File: src/rtl/filter2d_seq.sv
// Job sequencer for filter2d: replays shadow coefficients, launches nframes runs, owns the buffer port mux.
// Latency: go to first f_start is NCOEF+1 cycles; f_finish to done is 1 cycle (done is decoded from state).
// Backpressure: none; go while busy and coefficient writes outside IDLE are dropped, host memory access is cut off while the engine owns the buffer.
//
// Ports: clk/rst (sync, active-high); hcfg_* host coefficient writes; go/nframes job start;
// busy/done/err status; hm_* host buffer port; h_* coefficient replay and f_start/f_finish to filter2d;
// f_* engine buffer port; m_* single-port buffer.
// Optional feature: define FSEQ_WATCHDOG_EN to add a RUN-state watchdog that sets err and aborts the job.
module filter2d_seq #(
  parameter int NCOEF   = 9,
  parameter int IDXW    = 4,
  parameter int DW      = 8,
  parameter int AW      = 17,
  parameter int FRAME_W = 8,
  parameter int TO_W    = 20
) (
  input  logic               clk,
  input  logic               rst,
  input  logic               hcfg_we,
  input  logic [IDXW-1:0]    hcfg_idx,
  input  logic [DW-1:0]      hcfg_data,
  input  logic               go,
  input  logic [FRAME_W-1:0] nframes,
  output logic               busy,
  output logic               done,
  output logic               err,
  input  logic               hm_cs,
  input  logic               hm_we,
  input  logic [AW-1:0]      hm_addr,
  input  logic [DW-1:0]      hm_wdata,
  output logic [DW-1:0]      hm_rdata,
  output logic               h_write,
  output logic [IDXW-1:0]    h_idx,
  output logic [DW-1:0]      h_data,
  output logic               f_start,
  input  logic               f_finish,
  input  logic               f_cs,
  input  logic               f_we,
  input  logic [AW-1:0]      f_addr,
  input  logic [DW-1:0]      f_wdata,
  output logic [DW-1:0]      f_rdata,
  output logic               m_cs,
  output logic               m_we,
  output logic [AW-1:0]      m_addr,
  output logic [DW-1:0]      m_din,
  input  logic [DW-1:0]      m_dout
);

  typedef enum logic [2:0] {S_IDLE, S_LOAD, S_START, S_RUN, S_NEXT} state_t;

  localparam logic [IDXW-1:0] LAST_IDX = IDXW'(NCOEF - 1);
  localparam logic [IDXW-1:0] NCOEF_I  = IDXW'(NCOEF);
  localparam logic            OWN_HOST = 1'b0;
  localparam logic            OWN_ENG  = 1'b1;

  state_t             state_q, state_d;
  logic               owner_q, owner_d;
  logic [IDXW-1:0]    k_q, k_d;
  logic [FRAME_W-1:0] frames_q, frames_d;
  logic [DW-1:0]      shadow_q [NCOEF];
  logic [DW-1:0]      shadow_d [NCOEF];

`ifdef FSEQ_WATCHDOG_EN
  logic               err_q, err_d;
  logic [TO_W-1:0]    wd_q, wd_d;
  assign err = err_q;
`else
  localparam int unused_to_w = TO_W;
  assign err = 1'b0;
`endif

  assign busy = (state_q != S_IDLE);

  // Buffer mux keys off the registered owner bit only, so the port never glitches mid-cycle.
  assign m_cs     = (owner_q == OWN_ENG) ? f_cs    : hm_cs;
  assign m_we     = (owner_q == OWN_ENG) ? f_we    : hm_we;
  assign m_addr   = (owner_q == OWN_ENG) ? f_addr  : hm_addr;
  assign m_din    = (owner_q == OWN_ENG) ? f_wdata : hm_wdata;
  assign hm_rdata = (owner_q == OWN_ENG) ? '0      : m_dout;
  assign f_rdata  = (owner_q == OWN_ENG) ? m_dout  : '0;

  always_comb begin
    state_d  = state_q;
    owner_d  = owner_q;
    k_d      = k_q;
    frames_d = frames_q;
    shadow_d = shadow_q;
    h_write  = 1'b0;
    h_idx    = '0;
    h_data   = '0;
    f_start  = 1'b0;
    done     = 1'b0;
`ifdef FSEQ_WATCHDOG_EN
    err_d    = err_q;
    wd_d     = wd_q;
`endif
    case (state_q)
      S_IDLE: begin
        if (hcfg_we && (hcfg_idx < NCOEF_I)) begin
          shadow_d[hcfg_idx] = hcfg_data;
        end
        if (go) begin
          state_d  = S_LOAD;
          k_d      = '0;
          frames_d = (nframes == '0) ? FRAME_W'(1) : nframes;
`ifdef FSEQ_WATCHDOG_EN
          err_d    = 1'b0;
`endif
        end
      end
      S_LOAD: begin
        h_write = 1'b1;
        h_idx   = k_q;
        h_data  = shadow_q[k_q];
        k_d     = k_q + 1'b1;
        if (k_q == LAST_IDX) begin
          state_d = S_START;
          // Engine owns the buffer from the very cycle f_start is seen.
          owner_d = OWN_ENG;
        end
      end
      S_START: begin
        f_start = 1'b1;
        state_d = S_RUN;
`ifdef FSEQ_WATCHDOG_EN
        wd_d    = '0;
`endif
      end
      S_RUN: begin
        if (f_finish) begin
          state_d = S_NEXT;
`ifdef FSEQ_WATCHDOG_EN
        end else if (wd_q == '1) begin
          // Engine hung: give the buffer back and end the job with an error.
          state_d = S_IDLE;
          owner_d = OWN_HOST;
          err_d   = 1'b1;
          done    = 1'b1;
        end else begin
          wd_d    = wd_q + 1'b1;
`endif
        end
      end
      S_NEXT: begin
        frames_d = frames_q - 1'b1;
        if (frames_d != '0) begin
          state_d = S_START;
        end else begin
          state_d = S_IDLE;
          owner_d = OWN_HOST;
          done    = 1'b1;
        end
      end
      default: begin
        state_d = S_IDLE;
        owner_d = OWN_HOST;
      end
    endcase
  end

  always_ff @(posedge clk) begin
    if (rst) begin
      state_q  <= S_IDLE;
      owner_q  <= OWN_HOST;
      k_q      <= '0;
      frames_q <= '0;
      for (int i = 0; i < NCOEF; i++) begin
        shadow_q[i] <= '0;
      end
`ifdef FSEQ_WATCHDOG_EN
      err_q    <= 1'b0;
      wd_q     <= '0;
`endif
    end else begin
      state_q  <= state_d;
      owner_q  <= owner_d;
      k_q      <= k_d;
      frames_q <= frames_d;
      shadow_q <= shadow_d;
`ifdef FSEQ_WATCHDOG_EN
      err_q    <= err_d;
      wd_q     <= wd_d;
`endif
    end
  end

endmodule

File: config.mk
export PLATFORM = sky130hd
export DESIGN_NAME = filter2d_seq
export DESIGN_NICKNAME = d
export VERILOG_FILES = /design/src/rtl/filter2d_seq.sv
export SDC_FILE = /design/constraint.sdc
export NUM_CORES = 1
export LEC_CHECK = 0
export BUFFER_PORTS_ARGS = -buffer_cell sky130_fd_sc_hd__buf_2
export CAP_MARGIN = 0
export CORE_UTILIZATION = 45
export CTS_CLUSTER_SIZE = 14
export DETAILED_ROUTE_END_ITERATION = 10
export HOLD_SLACK_MARGIN = 0.12
export PLACE_DENSITY_LB_ADDON = 0.3
export SLEW_MARGIN = 40
export SYNTH_ARGS = -nofsm -noshare
export SYNTH_HDL_FRONTEND = slang
export SYNTH_SLANG_ARGS = --single-unit
File: constraint.sdc
create_clock -name clk -period 2.9 [get_ports clk]
set_input_delay 0.435 -clock clk [delete_from_list [all_inputs] [get_ports clk]]
set_output_delay 0.435 -clock clk [all_outputs]
set_load 0.05 [all_outputs]
==> impl_metrics.py <==
metrics = {
    "drt": {
        "detailedRoute.firstPassIterationCount": 4,
        "drt_wl_total_um": 12300,
        "num_vias": 4022,
        "drtAntennaViolNets": 0,
        "avgRoutedWirePerCell_um": 16.1,
        "detail_route.iter0.violations": 187,
        "viasPerCell": 5.30,
        "drt_drc_violations_left": 0,
    },
    "global_routing": {
        "grt_remaining_overflow": 0,
        "number_of_global_route_vias_before_repair": 4036,
        "grt_usage": 0.232,
        "grt_pass1_wl_um": 20300,
        "grt_antenna_before_repair": 0,
        "grt_max_degree": 49,
    },
    "power": {
        "power_per_cell_area_nw_per_um2": 442,
        "design_power_total_mw": 2.60,
        "worst_ir_drop_vdd_mv": 0.193,
        "p_leak_nw": 2.34,
    },
    "clocking": {
        "cts_sinks": 88,
        "cts_setup_buffers": 0,
        "cts_buffer_depth": 2,
        "ctsHtreeMaxLevel": 3,
        "clockRootBuffer": "sky130_fd_sc_hd__clkbuf_8",
        "cts_tree": "done",
        "register_clock_pin_slew_on_the_reported_worst_setup_and_hold_paths_ns": 0.09,
        "clock_latency_on_the_worst_skew_pair_ns": 0.35,
        "cts_made_buffers": 9,
    },
    "floorplanning": {
        "rows": 37,
        "core_region_area_um2": 10300,
        "floorplan.die.height_um": 105,
        "initial_utilization": 0.463,
        "dieWidth_um": 105,
        "die_area_um2": 11000,
        "boundaryPins": 147,
    },
    "placement": {
        "numPortBuffers": 145,
        "preCtsSetupSlack_ns": 0.362,
        "post-dp-hpwl_um": 8680,
        "gp_routability_congestion": 0.828,
    },
    "setup_path": {
        "cp.required_ns": 2.47,
        "critical-path-slowest-cell": "sky130_fd_sc_hd__dfxtp_2",
        "critPathKind": "reg -> out",
        "critPathMaxFanout": 15,
        "worst_ep_arrival_time_ns": 2.32,
        "cp_cell_sequence": "nor3b_1, buf_4, nand2_1, o2bb2ai_1, buf_2",
        "start_kind": "register",
        "largest_stage_delay_worst_path_ns": 0.48,
        "timing.critical_path.to_type": "primary output",
    },
    "synthesis": {
        "synth_cell_types": 50,
        "seq_area_frac_synth": 0.368,
        "yosys_warnings": 0,
        "synth_compound_area_frac": 0.0646,
        "avgSynthCellArea_um2": 9.87,
        "synthArstFlopShare": 0,
        "ys_dominant_reg_cell": "sky130_fd_sc_hd__dfxtp_1",
        "postSynthCellCount": 485,
        "synth-edff-count": 0,
        "synthXorXnorAreaFrac": 0.00915,
        "synth_area_um2": 4780,
        "yosys-mux-area-fraction": 0.308,
        "synth.net_count": 576,
        "synth-seq-cells": 88,
        "combinational_family_with_the_most_area_after_synthesis": "multiplexers",
        "yosys.area_share.adder": 0.0105,
        "area_fraction_in_and_or_nand_and_nor_cells_after_synthesis": 0.196,
    },
    "timing": {
        "worst_clock_skew_ns": 0.0142,
        "finalMaxSlewViolations": 0,
        "layout_worst_path_cycle_share": 0.949,
        "timing.final.setup_violations": 0,
        "maximum_clock_frequency_mhz": 364,
        "layout_setup_ws_ns": 0.149,
        "timing_worst_slew_pin_value_ns": 0.843,
        "finalCriticalPeriod_ns": 2.75,
        "relSlewSlack": 0.437,
        "rsz0062_at_grt": "no",
        "hold_viol": 0,
    },
    "layout": {
        "synth_to_layout_area_growth_pct": 23.2,
        "final_standard_cell_utilization_of_the_core": 0.571,
        "drive_above_1_share": 0.382,
        "design.final.nets": 709,
        "antenna_cells": 0,
    },
    "worst_hold_path": {
        "min-delay-path-class": "in -> reg",
    },
    "job": {
        "drv_cap": 0,
    },
    "run_status": {
        "status": "completed",
    },
}
[cells by family (layout without fill, tap and decap cells)]
family                   after synthesis  in the layout
multiplexers                         124            124
AO/OA/AOI/OAI                         45             45
buffers and inverters                 51            189
AND/OR/NAND/NOR                      167            167
other                                  1              1
XOR/XNOR                               5              5
adder cells (fa/ha/maj)                4              4
flip-flops                            88             88
[synth_stat cells, types with 4 or more instances]
cell	instances	area [um2]
sky130_fd_sc_hd__nand2b_1	5	31.3
sky130_fd_sc_hd__nand2_1	11	41.3
sky130_fd_sc_hd__a31oi_1	6	37.5
sky130_fd_sc_hd__o2bb2ai_1	8	70.1
sky130_fd_sc_hd__a211oi_1	5	37.5
sky130_fd_sc_hd__and2_1	13	81.3
sky130_fd_sc_hd__mux4_2	16	360
sky130_fd_sc_hd__nor2_1	84	315
sky130_fd_sc_hd__ha_1	4	50.1
sky130_fd_sc_hd__nor2b_1	10	62.6
sky130_fd_sc_hd__or4_1	4	30.0
sky130_fd_sc_hd__nor4_4	6	128
sky130_fd_sc_hd__clkbuf_1	27	101
sky130_fd_sc_hd__mux2_2	27	304
sky130_fd_sc_hd__buf_1	10	37.5
sky130_fd_sc_hd__mux2i_1	81	811
sky130_fd_sc_hd__dfxtp_1	88	1760
sky130_fd_sc_hd__nor3_1	8	40.0
sky130_fd_sc_hd__o21ai_0	7	35.0
sky130_fd_sc_hd__a21oi_1	8	40.0
sky130_fd_sc_hd__inv_1	10	37.5
[worst max-delay path: cells and delay by family (launching register included)]
family | cells | cell delay, ns
flops | 1 | 0.48
simple gates | 2 | 0.56
buf+inv | 2 | 0.55
compound gates | 1 | 0.38
[stage by stage]
step / instance area [um2] / std cells / hold WS, ns / setup TNS [ns]
2_1_floorplan: 4780 / 485 / 0.455 / -0.0929
3_3_place_gp: 5670 / 743 / 0.468 / 0
3_5_place_dp: 5670 / 743 / 0.476 / 0
4_1_cts: 5870 / 759 / 0.331 / 0
5_1_grt: 5890 / 759 / 0.339 / 0
6_report: 5890 / 759 / 0.341 / 0
[cell type report]
cell class | count | area, um2
clock buffers | 13 | 149
clock inverters | 3 | 50.0
fillers | 905 | 4430
inverters | 10 | 37.5
multi-input cells | 346 | 2850
flip-flops and latches | 88 | 1760
well taps | 136 | 170
repair buffers | 163 | 876
[report_power, final]
part           leakage, nW  internal (mW)  switching (mW)
Combinational         1.53          0.172           0.307
Clock               0.0997          0.431           0.433
Sequential           0.712           1.23          0.0309
Total                 2.34           1.83           0.770
[sequential cells by signal, summed over array words and instances (netlist names)]
name      count
shadow_q     72
frames_q      8
k_q           4
state_q       3
owner_q       1
[worst paths after layout]
path | from | end | slack [ns] | cells after the start
worst min-delay path | nframes[5] | frames_q[5] | 0.34 | 3
worst max register to register | state_q[2] | shadow_q[46] | 0.49 | 4
worst max-delay path | state_q[0] | h_data[6] | 0.15 | 5
worst min register to register | shadow_q[38] | shadow_q[38] | 0.49 | 2
[layout by cell type (no fill, tap or decap), types with 3 or more instances in the layout]
cell type | synthesis | layout
sky130_fd_sc_hd__inv_1 | 10 | 10
sky130_fd_sc_hd__a32oi_1 | 3 | 3
sky130_fd_sc_hd__a21oi_1 | 8 | 8
sky130_fd_sc_hd__o21ai_0 | 7 | 7
sky130_fd_sc_hd__nor2b_1 | 10 | 10
sky130_fd_sc_hd__nand2b_1 | 5 | 5
sky130_fd_sc_hd__ha_1 | 4 | 4
sky130_fd_sc_hd__xnor2_1 | 3 | 3
sky130_fd_sc_hd__dfxtp_1 | 88 | 86
sky130_fd_sc_hd__nand3b_1 | 3 | 3
sky130_fd_sc_hd__nand3_1 | 3 | 3
sky130_fd_sc_hd__nor2_1 | 84 | 84
sky130_fd_sc_hd__nand2_1 | 11 | 11
sky130_fd_sc_hd__clkbuf_8 | 0 | 10
sky130_fd_sc_hd__nor4_4 | 6 | 6
sky130_fd_sc_hd__or4_1 | 4 | 4
sky130_fd_sc_hd__mux4_2 | 16 | 16
sky130_fd_sc_hd__a211oi_1 | 5 | 4
sky130_fd_sc_hd__nor3_1 | 8 | 7
sky130_fd_sc_hd__mux2_2 | 27 | 27
sky130_fd_sc_hd__clkbuf_1 | 27 | 3
sky130_fd_sc_hd__a31oi_1 | 6 | 6
sky130_fd_sc_hd__buf_2 | 2 | 144
sky130_fd_sc_hd__nor4b_2 | 1 | 3
sky130_fd_sc_hd__buf_4 | 1 | 18
sky130_fd_sc_hd__mux2i_1 | 81 | 81
sky130_fd_sc_hd__and2_1 | 13 | 13
sky130_fd_sc_hd__o2bb2ai_1 | 8 | 8
[metal layers]
metal | vias up | global-route usage | wire length, um
met2 | 91 | 0.379 | 5870
met3 | 20 | 0.0418 | 414
met4 | 0 | 0.0775 | 246
li1 | 1996 | - | -
met5 | - | 0 | 0
met1 | 1915 | 0.308 | 5720
[what timing repair did]
| item | CTS | global route |
|---|---|---|
| endpoints found under the setup margin | 1 | 3 |
| hold buffers | 0 | 0 |
| resized for setup | 1 | 4 |
Note: power is estimated with default switching activity, not from simulation.
